<file path="config.mk">
export PLATFORM = sky130hd
export DESIGN_NAME = shift_tx8
export DESIGN_NICKNAME = d
export VERILOG_FILES = /design/src/rtl/shift_tx8.sv
export SDC_FILE = /design/constraint.sdc
export NUM_CORES = 1
export LEC_CHECK = 0
export CAP_MARGIN = 20
export CORE_MARGIN = 2
export CORE_UTILIZATION = 45
export CTS_CLUSTER_SIZE = 24
export DETAILED_ROUTE_END_ITERATION = 10
export PLACE_DENSITY = 0.81
export SLEW_MARGIN = 20
export SYNTH_ARGS = -nofsm -noshare
export SYNTH_HDL_FRONTEND = slang
export SYNTH_SLANG_ARGS = --single-unit
</file>
<file path="constraint.sdc">
create_clock -name clk -period 2.81 [get_ports clk]
set_input_delay 0.562 -clock clk [delete_from_list [all_inputs] [get_ports clk]]
set_output_delay 0.562 -clock clk [all_outputs]
set_load 0.02 [all_outputs]
</file>
<file path="src/rtl/shift_tx8.sv">
// shift_tx8: parallel-in, serial-out transmitter with a per-bit shift strobe and a done pulse.
// Optional build macro SHIFT_TX8_PARITY_EN appends an even-parity bit after the data bits.
module shift_tx8 #(
  parameter int unsigned WIDTH     = 8,
  parameter bit          MSB_FIRST = 1'b1
) (
  input  logic             clk,
  input  logic             reset,
  input  logic [WIDTH-1:0] d_in,
  input  logic             load_valid,
  output logic             load_ready,
  input  logic             stall,
  output logic             s_out,
  output logic             shift_en,
  output logic             busy,
  output logic             done
);

  localparam int unsigned CntW = $clog2(WIDTH + 1);
`ifdef SHIFT_TX8_PARITY_EN
  localparam int unsigned LastIdx = WIDTH;
`else
  localparam int unsigned LastIdx = WIDTH - 1;
`endif
  localparam logic [CntW-1:0] LastCnt = CntW'(LastIdx);
  localparam logic [CntW-1:0] OneCnt  = CntW'(1);

  typedef enum logic [1:0] {StIdle, StShift, StDone} state_e;

  state_e           state_q, state_d;
  logic [CntW-1:0]  cnt_q, cnt_d;
  logic [WIDTH-1:0] sreg_q, sreg_d;
  logic             load_ready_q, load_ready_d;
  logic             shift_en_q, shift_en_d;
  logic             busy_q, busy_d;
  logic             done_q, done_d;
  logic [WIDTH-1:0] d_rev;

`ifdef SHIFT_TX8_PARITY_EN
  logic par_q, par_d;
`endif

  // LSB-first words are loaded bit-reversed so the register always shifts towards the MSB.
  always_comb begin
    d_rev = '0;
    for (int i = 0; i < WIDTH; i++) begin
      d_rev[i] = d_in[WIDTH-1-i];
    end
  end

  always_comb begin
    state_d = state_q;
    cnt_d   = cnt_q;
    sreg_d  = sreg_q;
`ifdef SHIFT_TX8_PARITY_EN
    par_d   = par_q;
`endif
    unique case (state_q)
      StIdle: begin
        if (load_valid && load_ready_q) begin
          state_d = StShift;
          cnt_d   = '0;
          sreg_d  = MSB_FIRST ? d_in : d_rev;
`ifdef SHIFT_TX8_PARITY_EN
          par_d   = ^d_in;
`endif
        end
      end
      StShift: begin
        if (!stall) begin
          if (cnt_q == LastCnt) begin
            state_d = StDone;
            cnt_d   = '0;
            sreg_d  = '0;
`ifdef SHIFT_TX8_PARITY_EN
          end else if (cnt_q == CntW'(WIDTH - 1)) begin
            cnt_d  = cnt_q + OneCnt;
            sreg_d = {par_q, {(WIDTH-1){1'b0}}};
`endif
          end else begin
            cnt_d  = cnt_q + OneCnt;
            sreg_d = {sreg_q[WIDTH-2:0], 1'b0};
          end
        end
      end
      StDone: begin
        state_d = StIdle;
      end
      default: begin
        state_d = StIdle;
      end
    endcase
  end

  // Outputs are decoded from the next state so every output leaves a flop.
  always_comb begin
    load_ready_d = (state_d == StIdle);
    busy_d       = (state_d != StIdle);
    done_d       = (state_d == StDone);
    shift_en_d   = (state_d == StShift) && !((state_q == StShift) && stall);
  end

  always_ff @(posedge clk or posedge reset) begin
    if (reset) begin
      state_q      <= StIdle;
      cnt_q        <= '0;
      sreg_q       <= '0;
      load_ready_q <= 1'b1;
      shift_en_q   <= 1'b0;
      busy_q       <= 1'b0;
      done_q       <= 1'b0;
    end else begin
      state_q      <= state_d;
      cnt_q        <= cnt_d;
      sreg_q       <= sreg_d;
      load_ready_q <= load_ready_d;
      shift_en_q   <= shift_en_d;
      busy_q       <= busy_d;
      done_q       <= done_d;
    end
  end

`ifdef SHIFT_TX8_PARITY_EN
  always_ff @(posedge clk or posedge reset) begin
    if (reset) begin
      par_q <= 1'b0;
    end else begin
      par_q <= par_d;
    end
  end
`endif

  assign load_ready = load_ready_q;
  assign s_out      = sreg_q[WIDTH-1];
  assign shift_en   = shift_en_q;
  assign busy       = busy_q;
  assign done       = done_q;

endmodule
</file>
# Yosys cells after proc, flatten, opt, wreduce, memory -nomap -nowiden
# Cells that the tools add are included.
# W data, S select, Z words.
[totals]
regBits = 18
in_bits = 12
output_inout_bits = 5
word_cells = 35
[op_classes]
addsub = 1
eq_ne = 6
n_mux = 12
n_reduce_logical = 9
[ops]
columns = ["cell", "count"]
rows = [
  ["$mux W8", 3],
  ["$pmux W8 S2", 1],
  ["$mux W4", 3],
  ["$pmux W4 S2", 1],
  ["$mux W2", 3],
  ["$add A4 B1 Y4 const B", 1],
  ["$eq A2 B1 Y1 const B", 2],
  ["$eq A4 B3 Y1 const B", 1],
  ["$logic_not A2 Y1", 2],
  ["$ne A2 B2 Y1 const B", 2],
  ["$pmux W2 S2", 1],
  ["$reduce_bool A2 Y1", 2],
  ["$logic_and A1 B1 Y1", 3],
  ["$reduce_and A3 Y1", 1],
  ["$eq A2 B2 Y1 const B", 1],
  ["$logic_not A1 Y1", 1],
]

# Longest topological paths before layout
[depth]
ltp_word = 6
ltp_mapped = 5
depth_no_buf = 4

# Worst setup path before layout
# OpenSTA, ideal clock, no wires.
[synth_timing]
kind = "register -> register"
startpoint = "reg cnt_q[0]"
endpoint = "reg sreg_q[1]"
setup_ns = 0.081
t_arrival_ns = 1.288
required_ns = 2.729
setup_slack_ns = 1.441
stages_incl_launch_ff = 6
path_buffers = 1
synth_period_minus_slack_ns = 1.369
cell_sequence = "dfrtp_1 > ha_1 > nand3b_1 > clkbuf_1 > nand3_1 > a31oi_2"
[synth_via]
elab_chain_cells = 4
[synth_rtl]
columns = ["element", "line_no", "text"]
rows = [
  ["start: declaration", "31", "logic [CntW-1:0] cnt_q, cnt_d;"],
  ["start signal: assignment", "114", "cnt_q <= cnt_d;"],
  ["$eq A4 B3 Y1", "71", "if (cnt_q == LastCnt) begin"],
  ["$mux W8", "71", ""],
  ["$mux W8", "70", "if (!stall) begin"],
  ["$pmux W8 S2", "58", "unique case (state_q)"],
  ["end signal: assignment", "115", "sreg_q <= sreg_d;"],
  ["end: declaration", "32", "logic [WIDTH-1:0] sreg_q, sreg_d;"],
]
# No other way between the ends. The select of a mux whose other input is x is not followed.
# A chain may end at the register's enable or synchronous reset.

# Worst setup path in the final report
[layout_timing]
startpoint = "reg load_ready_q (netlist: load_ready)"
endpoint = "out load_ready"
[layout_rtl]
columns = ["element", "line_no", "text"]
rows = [
  ["start: declaration", "33", "logic load_ready_q, load_ready_d;"],
  ["start signal: assignment", "116", "load_ready_q <= load_ready_d;"],
  ["end: declaration", "11", "output logic load_ready,"],
]
# No word-level cell between the ends.

==> impl_results.md <==
- Synth warn: 0
- Net Sw Frac: 33.0%
- Starting density of the core: 47.0%
- Total number of vias: 673
- Fin worst setup slack: 0.821 ns
- Gr usage total: 14.8%
- Slew @ Worst Pin: 0.674 ns
- Post-CTS Setup Inserts: 0
- Clock sinks: 18
- Final setup violating endpoints: 0
- Initial antenna violation count: 0
- Post-detail-place hpwl: 1190 um
- Status: complete, no violations
- Worst skew pair latency: 0.30 ns
- Rel. slew slack: 55.0%
- Final GP Congestion: 0.710
- First DRT Iteration DRCs: 26
- Area share of and/or/nand/nor cells after synthesis: 24.2%
- DRC viols: 0
- Pint: 573 uW
- Max clock buf depth: 2
- Routed WL: 1640 um
- Post-synthesis cell count: 83
- Adder-cell share of the synthesized area: 1.39%
- VDD IR max: 0.409 mV
- Worst-path maximum fanout: 3
- Htree depth: 1
- Worst hold path type: flop to flop
- Comb power frac: 35.1%
- Synth Area in Compound Gates: 15.9%
- Kind of critical path: flop to primary output
- Area delta synth->final: 23.4%
- CP cell instances: clkdlybuf4s50_1
- CP max-delay cell: clkdlybuf4s50_1
- Vias per cell: 5.34
- Syn Nets: 96
- CTS tree: yes
- Clock network fraction of total power: 18.5%
- TritonCTS Buffers: 3
- Die ar.: 0.00238 mm^2
- Fin. max-slew vios: 0
- #FFs+latches synth: 18
- Flop pwr share: 46.5%
- Seq/Total Area, Yosys: 50.0%
- Post-route ant nets: 0
- Share of post-route cells with drive strength above 1: 18.2%
- Hold Vio Cnt, Final: 0
- XOR/XNOR share of the synthesized area: 0.970%
- Synth unique cells: 27
- Post_cts resized: 0
- Core area: 0.00192 mm^2
- Leak Pwr: 0.000453 uW
- CP required: 2.25 ns
- Slowest Stage Delay on Critical Path: 0.60 ns
- Vias in the first global route: 603
- Power per Cell Area: 767 mW/mm^2
- I/O pin cnt: 17
- Hold Buf Count CTS: 0
- N_diodes: 0
- RSZ-0062 raised after global routing: no
- Worst setup SP type: flop
- Die Span X: 48.8 um
- Max_cap viols: 0
- Setup crit end kind: primary output
- Largest family of logic cells by synthesized area: simple AND/OR/NAND/NOR gates
- Total gr overflow: 0
- Clock-pin slew on the worst setup and hold paths: 0.11 ns
- Root Buffer: clkbuf_4
- Pre-CTS WS: 0.587 ns
- Fillers: 173
- Row count: 16
- Die Y: 48.8 um
- Worst Skew: 0.0149 ns
- Max Fclk: 503 MHz
- Largest net degree at the start of global routing: 19
- Avg Inst Size Synth: 10.9 um^2
- Drt wl/cell: 13.0 um
- Critical path buffers and inverters: 1
- Final worst path period share: 70.8%
- Layout Nets: 113
- Switching power: 282 uW
- Post-layout min period: 1.99 ns
- Critical Path AT: 1.43 ns
- Crit-path leading delay family: buffers and inverters
- Mux contribution to synthesized area: 2.49%
- Post-Syn Area: 903 um^2
- First drt pass iteration count: 4
- Port Buf Inserts: 16
- Setup TNS Final: 0 ns
- Global-route wire length before repair: 2700 um
## cell families (layout without fill, tap and decap cells)
| kind of cell | count (synthesis) | in the layout |
|---|---|---|
| AND/OR/NAND/NOR | 39 | 39 |
| flip-flops | 18 | 18 |
| AO/OA/AOI/OAI | 14 | 14 |
| buffers and inverters | 9 | 25 |
| adder cells (fa/ha/maj) | 1 | 1 |
| XOR/XNOR | 1 | 1 |
| multiplexers | 1 | 1 |
## sequential cells by signal, summed over array words and instances (netlist names)
name        cells
busy            1
done            1
sreg_q          8
cnt_q           4
state_q         2
shift_en        1
load_ready      1
## final timing paths
| kind | slack (ns) | endpoint | cells after the start | from |
|---|---|---|---|---|
| setup / recovery | 0.82 | load_ready | 1 | load_ready |
| hold / removal | 0.53 | sreg_q[0] | 1 | sreg_q[0] |
| setup reg to reg | 1.15 | sreg_q[2] | 3 | state_q[1] |
| hold reg to reg | 0.53 | sreg_q[0] | 1 | sreg_q[0] |
| max in group asynchronous | 1.70 | cnt_q[1] | 2 | reset |
| min in group asynchronous | 0.66 | sreg_q[0] | 2 | reset |
## final cells by class
type	count	area, um^2	area share [%]
clock buffer	4	36.3	3.25
tap	27	33.8	3.03
timing repair buffer	18	175	15.7
inverter	3	11.3	1.01
multi-input combinational	56	407	36.5
sequential	18	452	40.5
## layout by cell type (no fill, tap or decap), types with 2 or more instances in the layout
cell type | synthesis | layout
nand2_1 | 9 | 9
dfrtp_1 | 17 | 17
nor2_1 | 2 | 2
a21oi_1 | 2 | 2
clkdlybuf4s50_1 | 0 | 16
nand3_1 | 9 | 9
a31oi_2 | 7 | 7
inv_1 | 3 | 3
or2_1 | 2 | 2
nand2b_1 | 2 | 2
nor3_1 | 9 | 9
buf_4 | 0 | 2
clkbuf_4 | 0 | 3
a22o_1 | 2 | 2
## power groups by stage
stage,Clock (uW),Sequential (uW),Combinational (uW)
floorplan,0,408,208
global placement,0,400,295
detailed placement,0,401,304
CTS,162,398,304
global route,178,408,328
finish,158,397,300
## Yosys cell counts
cell	instances	area, um^2
nor2b_1	1	6.26
o211ai_2	1	12.5
a22o_1	2	17.5
dfstp_2	1	26.3
inv_1	3	11.3
nor3b_2	1	12.5
nor2_1	2	7.51
nand3b_1	1	7.51
xnor2_1	1	8.76
nand3_1	9	45.0
or2_1	2	12.5
o2111ai_1	1	8.76
a31oi_2	7	87.6
and4b_1	1	10.0
nand2_1	9	33.8
nor4bb_1	1	10.0
buf_2	3	15.0
ha_1	1	12.5
o211ai_1	1	7.51
buf_6	1	11.3
and4bb_4	1	16.3
nor3_1	9	45.0
clkbuf_1	2	7.51
nand2b_1	2	12.5
a21oi_1	2	10.0
mux2i_4	1	22.5
dfrtp_1	17	425
## routing by layer
metal  track usage, %  wire (um)  vias up
met4             7.14         21        0
met5                0          0        -
met2             24.4        787       23
met3             2.45         77        4
met1             18.9        754      313
li1                 -          -      333
## stage by stage
stage	total power (uW)	instances	hold slack (ns)	cell area [um^2]	utilization [%]
after floorplan	616	83	0.465	903	-
after global placement	695	122	0.490	1080	56.1
after CTS	864	126	0.523	1110	58.0
final	855	126	0.525	1110	58.0
after global routing	915	126	0.544	1110	58.0
after detailed placement	706	122	0.495	1080	56.1
Power figures use the tool's default switching activity.
